--- src/rtl/clk_div_pkg.sv ---
// Shared constants and helpers for the programmable clock divider.
package clk_div_pkg;

    localparam int DIV_W_DEFAULT = 16;

    // High phase length of a period of n cycles
    function automatic logic [31:0] half_period(input logic [31:0] n);
        return n >> 1;
    endfunction

    function automatic int ch_idx_w(input int num_ch);
        return (num_ch > 1) ? $clog2(num_ch) : 1;
    endfunction

endpackage

--- src/rtl/clk_div_channel.sv ---
// One divider channel: active/shadow divisor, counter and registered outputs.
module clk_div_channel
    import clk_div_pkg::*;
#(
    parameter int DIV_W     = DIV_W_DEFAULT,
    parameter int RESET_DIV = 2
) (
    input  logic             clk,
    input  logic             rst_n,
    input  logic             wr_en,
    input  logic [DIV_W-1:0] wr_div,
    input  logic             en,
    input  logic             sync,
    output logic             clkout,
    output logic             tick,
    output logic             pending
);

    localparam logic [DIV_W-1:0] ONE = DIV_W'(1);

    logic [DIV_W-1:0] div_q, shadow_q, cnt_q;
    logic [DIV_W-1:0] div_d, shadow_d, cnt_d;
    logic             run_q, run_d, pend_d, boundary, clk_d, tick_d;
    logic [31:0]      h;

    always_comb begin
        div_d    = div_q;
        shadow_d = shadow_q;
        pend_d   = pending;
        cnt_d    = '0;
        run_d    = 1'b0;
        boundary = 1'b0;
        if (run_q) begin
            boundary = sync || (cnt_q == div_q - ONE);
            if (!en) begin
                if (wr_en)        div_d = wr_div;
                else if (pending) div_d = shadow_q;
                pend_d = 1'b0;
            end else if (boundary) begin
                if (pending) div_d = shadow_q;
                pend_d = 1'b0;
                // A write landing on the boundary waits for the next one
                if (wr_en) begin
                    shadow_d = wr_div;
                    pend_d   = 1'b1;
                end
                run_d = (div_d != '0);
            end else begin
                cnt_d = cnt_q + ONE;
                run_d = 1'b1;
                if (wr_en) begin
                    shadow_d = wr_div;
                    pend_d   = 1'b1;
                end
            end
        end else begin
            // Halted: writes (or a shadow stranded by a divide-by-0 halt) load directly
            if (wr_en)        div_d = wr_div;
            else if (pending) div_d = shadow_q;
            pend_d = 1'b0;
            run_d  = en && (div_d != '0);
        end
        h      = half_period(32'(div_d));
        clk_d  = run_d && (32'(cnt_d) < h);
        tick_d = run_d && (cnt_d == div_d - ONE);
    end

    always_ff @(posedge clk) begin
        if (!rst_n) begin
            div_q    <= DIV_W'(RESET_DIV);
            shadow_q <= DIV_W'(RESET_DIV);
            pending  <= 1'b0;
            cnt_q    <= '0;
            run_q    <= 1'b0;
            clkout   <= 1'b0;
            tick     <= 1'b0;
        end else begin
            div_q    <= div_d;
            shadow_q <= shadow_d;
            pending  <= pend_d;
            cnt_q    <= cnt_d;
            run_q    <= run_d;
            clkout   <= clk_d;
            tick     <= tick_d;
        end
    end

endmodule

--- src/rtl/prog_clk_divider.sv ---
// Multi-channel programmable clock divider with shared config bus and sync.
module prog_clk_divider
    import clk_div_pkg::*;
#(
    parameter int NUM_CH    = 4,
    parameter int DIV_W     = DIV_W_DEFAULT,
    parameter int RESET_DIV = 2,
    localparam int CH_W     = ch_idx_w(NUM_CH)
) (
    input  logic              clk,
    input  logic              rst_n,
    input  logic              cfg_we,
    input  logic [CH_W-1:0]   cfg_ch,
    input  logic [DIV_W-1:0]  cfg_div,
    input  logic [NUM_CH-1:0] ch_en,
    input  logic              sync,
    output logic [NUM_CH-1:0] clkout,
    output logic [NUM_CH-1:0] tick,
    output logic [NUM_CH-1:0] pending
);

    // Only indices below NUM_CH are decoded, so out-of-range writes are dropped
    for (genvar i = 0; i < NUM_CH; i++) begin : g_ch
        logic sel;
        assign sel = cfg_we && (cfg_ch == CH_W'(i));

        clk_div_channel #(
            .DIV_W     (DIV_W),
            .RESET_DIV (RESET_DIV)
        ) u_ch (
            .clk     (clk),
            .rst_n   (rst_n),
            .wr_en   (sel),
            .wr_div  (cfg_div),
            .en      (ch_en[i]),
            .sync    (sync),
            .clkout  (clkout[i]),
            .tick    (tick[i]),
            .pending (pending[i])
        );
    end

endmodule

--- config.mk ---
export PLATFORM = sky130hd
export DESIGN_NAME = prog_clk_divider
export DESIGN_NICKNAME = d
export VERILOG_FILES = /design/src/rtl/clk_div_pkg.sv /design/src/rtl/clk_div_channel.sv /design/src/rtl/prog_clk_divider.sv
export SDC_FILE = /design/constraint.sdc
export NUM_CORES = 1
export LEC_CHECK = 0
export ABC_AREA = 1
export CAP_MARGIN = 20
export CORE_ASPECT_RATIO = 0.5
export CORE_MARGIN = 2
export CORE_UTILIZATION = 55
export CTS_CLUSTER_SIZE = 14
export DETAILED_ROUTE_END_ITERATION = 10
export PLACE_DENSITY = 0.7
export SYNTH_ARGS = -nofsm -noshare
export SYNTH_HDL_FRONTEND = slang
export SYNTH_HIERARCHICAL = 1
export SYNTH_SLANG_ARGS = --single-unit
--- constraint.sdc ---
create_clock -name clk -period 5.1 [get_ports clk]
set_input_delay 1.275 -clock clk [delete_from_list [all_inputs] [get_ports clk]]
set_output_delay 1.275 -clock clk [all_outputs]
set_load 0.02 [all_outputs]
==> results.json <==
{
  "max_clock_freq_ghz": 0.225,
  "worst_slew_pin_slew_ns": 0.984,
  "dpl.cell_count": 3402,
  "antenna_found_initial": 0,
  "rsz0062_at_grt": "no",
  "postCtsSetupBuffers": 0,
  "ys.flop_type": "dfxtp_1",
  "critPathArrivalTime_ns": 4.93,
  "whs_path_depth": 2,
  "start_kind": "flop",
  "fin_tns_setup_ns": 0,
  "place.port_buffers": 37,
  "ant_nets": 0,
  "dr.pass1.iters": 6,
  "drt_iter0_drc": 2025,
  "clk_path_buf_depth": 3,
  "finClkSkew_ns": 0.0153,
  "path_buf_inv": 1,
  "yosys-top-cells-area": "dfxtp_1, nand2_1, nand3_1",
  "clk_pin_slew_ns": 0.07,
  "status": "completed",
  "diodes": 0,
  "fillerInstances": 3317,
  "critPathRequiredTime_ns": 5.59,
  "dp.final_hpwl_um": 44800,
  "hold_viol": 0,
  "clkSinkCount": 208,
  "synth.yosys.warnings": 6,
  "rows": 47,
  "crit_chain": "inv_2, ha_1, nand2_1, nor2_1, nand3_1, nand2_1, nand3_1, nor2_1, nand3_2, o21bai_2, nand2_1, nand3_1, nand2_2, ha_1, nand3_1, nand3_1, nand3b_1, nor2_1, nand2_1, nor2_1, nand2_1, nor2_1, nand3_1, nor2_1",
  "dieArea_sq_um": 35000,
  "fin_util_pct": 60.4,
  "leakage_uw": 0.00929,
  "holdPathEnd": "g_ch[3].u_ch/shadow_q[3]",
  "cts_buffers": 23,
  "worstPathMaxFanout": 20,
  "setup-violations-final": 0,
  "hold_buffers": 0,
  "synth_top_cell_area_share_pct": 22.6,
  "avgSynthCellArea_sq_um": 6.16,
  "r2r_start": "g_ch[1].u_ch/div_q[0]",
  "synth_nets": 3077,
  "die_w_um": 263,
  "pre_cts_ws_ns": 0.718,
  "cpPeakStageDelay_ns": 0.80,
  "placed_cell_area_sq_um": 19100,
  "cts_resized": 0,
  "ys_types": 52,
  "finalWorstSetupSlack_ns": 0.655,
  "yosys.area.top_type": "dfxtp_1",
  "async_flop_share_pct": 0,
  "grt_max_degree": 34,
  "io_pins": 38,
  "cap_violations": 0,
  "drc": 0,
  "seq_area_frac_synth_pct": 22.6,
  "area_growth_syn_to_layout_pct": 8.42,
  "hp-class": "reg2reg",
  "slowest_stage": "o21bai_2",
  "start_util_pct": 55.7,
  "period_share_pct": 87.2,
  "slew_violations": 0,
  "grt_pass1_vias": 16600,
  "p_per_area_nw_per_um2": 250,
  "seqCellArea_sq_um": 4160,
  "end_kind": "flop",
  "reg2reg_to": "g_ch[1].u_ch/tick",
  "irDropWorstVdd_mv": 0.209,
  "synth_edf_count": 0,
  "slew_headroom_pct": 34.4,
  "min_from": "g_ch[3].u_ch/shadow_q[3]",
  "cts.root.buffer_cell": "clkbuf_16",
  "min_period_ns": 4.44,
  "cp_top_family": "simple AND/OR/NAND/NOR gates",
  "dieHeight_um": 133,
  "design_area_sq_um": 19900,
  "gp_congestion": 0.973,
  "grt_pass1_wl_um": 90400,
  "reg2reg_depth": 24,
  "synth-seq-cells": 208,
  "overflow": 0,
  "dr_total_vias": 19000,
  "core_sq_um": 33000,
  "nets": 3082,
  "routed_wl_um": 57900,
  "clkLatencyLatePin_ns": 0.55,
  "cts_tree": "built",
  "avgRoutedWirePerCell_um": 16.8,
  "synth_cells": 2983,
  "grt_use_total_pct": 32.1,
  "vias_per_cell": 5.52,
  "htree_levels": 1,
  "multiInputGateArea_sq_um": 12500,
  "reg2reg_slack_ns": 0.66,
  "syn_area_sq_um": 18400,
  "critPathKind": "reg2reg",
  "drive_above_1_share_pct": 11.1,
  "layout.cells.non_filler": 3444
}
-- synth_stat cells (all sizes together), types with 3 or more instances --
| cell | instances |
|---|---|
| nand2 | 925 |
| nor2 | 400 |
| inv | 350 |
| nand3 | 334 |
| dfxtp | 208 |
| o21ai | 165 |
| a21oi | 113 |
| ha | 68 |
| nand4 | 61 |
| xor2 | 59 |
| clkbuf | 56 |
| nand3b | 36 |
| nor3 | 36 |
| mux2i | 27 |
| buf | 25 |
| xnor2 | 25 |
| or2 | 21 |
| o21bai | 15 |
| nor4 | 14 |
| clkinv | 9 |
| a211oi | 8 |
| o21a | 5 |
| a31oi | 4 |
| and2 | 4 |
| xnor3 | 4 |
| a22o | 3 |
-- final cells by class --
cell class                 instances  area share [%]
clock buffer                      29            3.10
tap                              441            2.77
timing repair buffer              61            2.94
sequential                       208            20.9
multi-input combinational       2335            62.6
inverter                         359            6.82
clock inverter                    11           0.923
-- state kept, by name (all words and copies together) (netlist names) --
name / count
g_ch.u_ch/clkout: 4
g_ch.u_ch/cnt_q: 64
g_ch.u_ch/div_q: 64
g_ch.u_ch/pending: 4
g_ch.u_ch/run_q: 4
g_ch.u_ch/shadow_q: 64
g_ch.u_ch/tick: 4
-- worst min-delay path: stages, from the launching register on --
cell and delay (ns):
dfxtp_1 0.30, inv_1 0.06, a21oi_1 0.05
-- cells by family after synthesis --
group                      after synthesis  share of synthesized area [%]
buffers and inverters                  440                           9.52
xor gates and xnor gates                88                           4.49
muxes                                   27                           1.47
adders and majority gates               68                           4.63
AOI/OAI and AO/OA                      314                           9.32
and+or+nand+nor                       1838                           47.9
DFF                                    208                           22.6
-- stage by stage --
step | total power, uW | hold WS, ns
global route | 5230 | 0.472
global placement | 3140 | 0.438
floorplan | 2790 | 0.424
CTS | 4980 | 0.456
detailed placement | 3150 | 0.446
finish | 4980 | 0.453
-- power breakdown --
group | internal [uW] | leakage (uW) | total, uW | switching [uW]
registers | 1670 | 0.00169 | 1760 | 87.4
clock network | 1110 | 0.000397 | 1830 | 720
logic | 455 | 0.00720 | 1390 | 939
-- layer usage --
layer  vias up  track usage, %  wire length [um]
li1       9637               -                 -
met1      8524            50.7             29000
met2       795            44.0             21800
met3        65            7.02              6120
met4         0            5.59               936
met5         -               0                 0
-- worst max path at each step --
stage	start	slack (ns)	depth (start not counted)	to
5_1_grt	g_ch[1].u_ch/div_q[0]	0.36	24	g_ch[1].u_ch/tick
3_3_place_gp	sync	0.79	16	g_ch[1].u_ch/tick
6_report	g_ch[1].u_ch/div_q[0]	0.66	24	g_ch[1].u_ch/tick
2_1_floorplan	cfg_ch[0]	1.64	19	g_ch[0].u_ch/clkout
3_5_place_dp	sync	0.72	16	g_ch[1].u_ch/tick
4_1_cts	g_ch[1].u_ch/div_q[0]	0.83	24	g_ch[1].u_ch/tick
-- layout by cell type (no fill, tap or decap), drive strengths merged --
master,instances
a211oi,8
a21oi,113
a22o,3
a31oi,4
and2,4
and3,1
buf,25
bufinv,5
clkbuf,29
clkdlybuf4s50,36
clkinv,14
dfxtp,208
ha,68
inv,351
mux2i,27
nand2,925
nand3,334
nand3b,36
nand4,61
nor2,400
nor3,36
nor3b,2
nor4,14
nor4b,2
o21a,5
o21ai,165
o21bai,15
o32ai,1
or2,21
or4,2
xnor2,25
xnor3,4
xor2,59
Note: power is estimated with default switching activity, not from simulation.
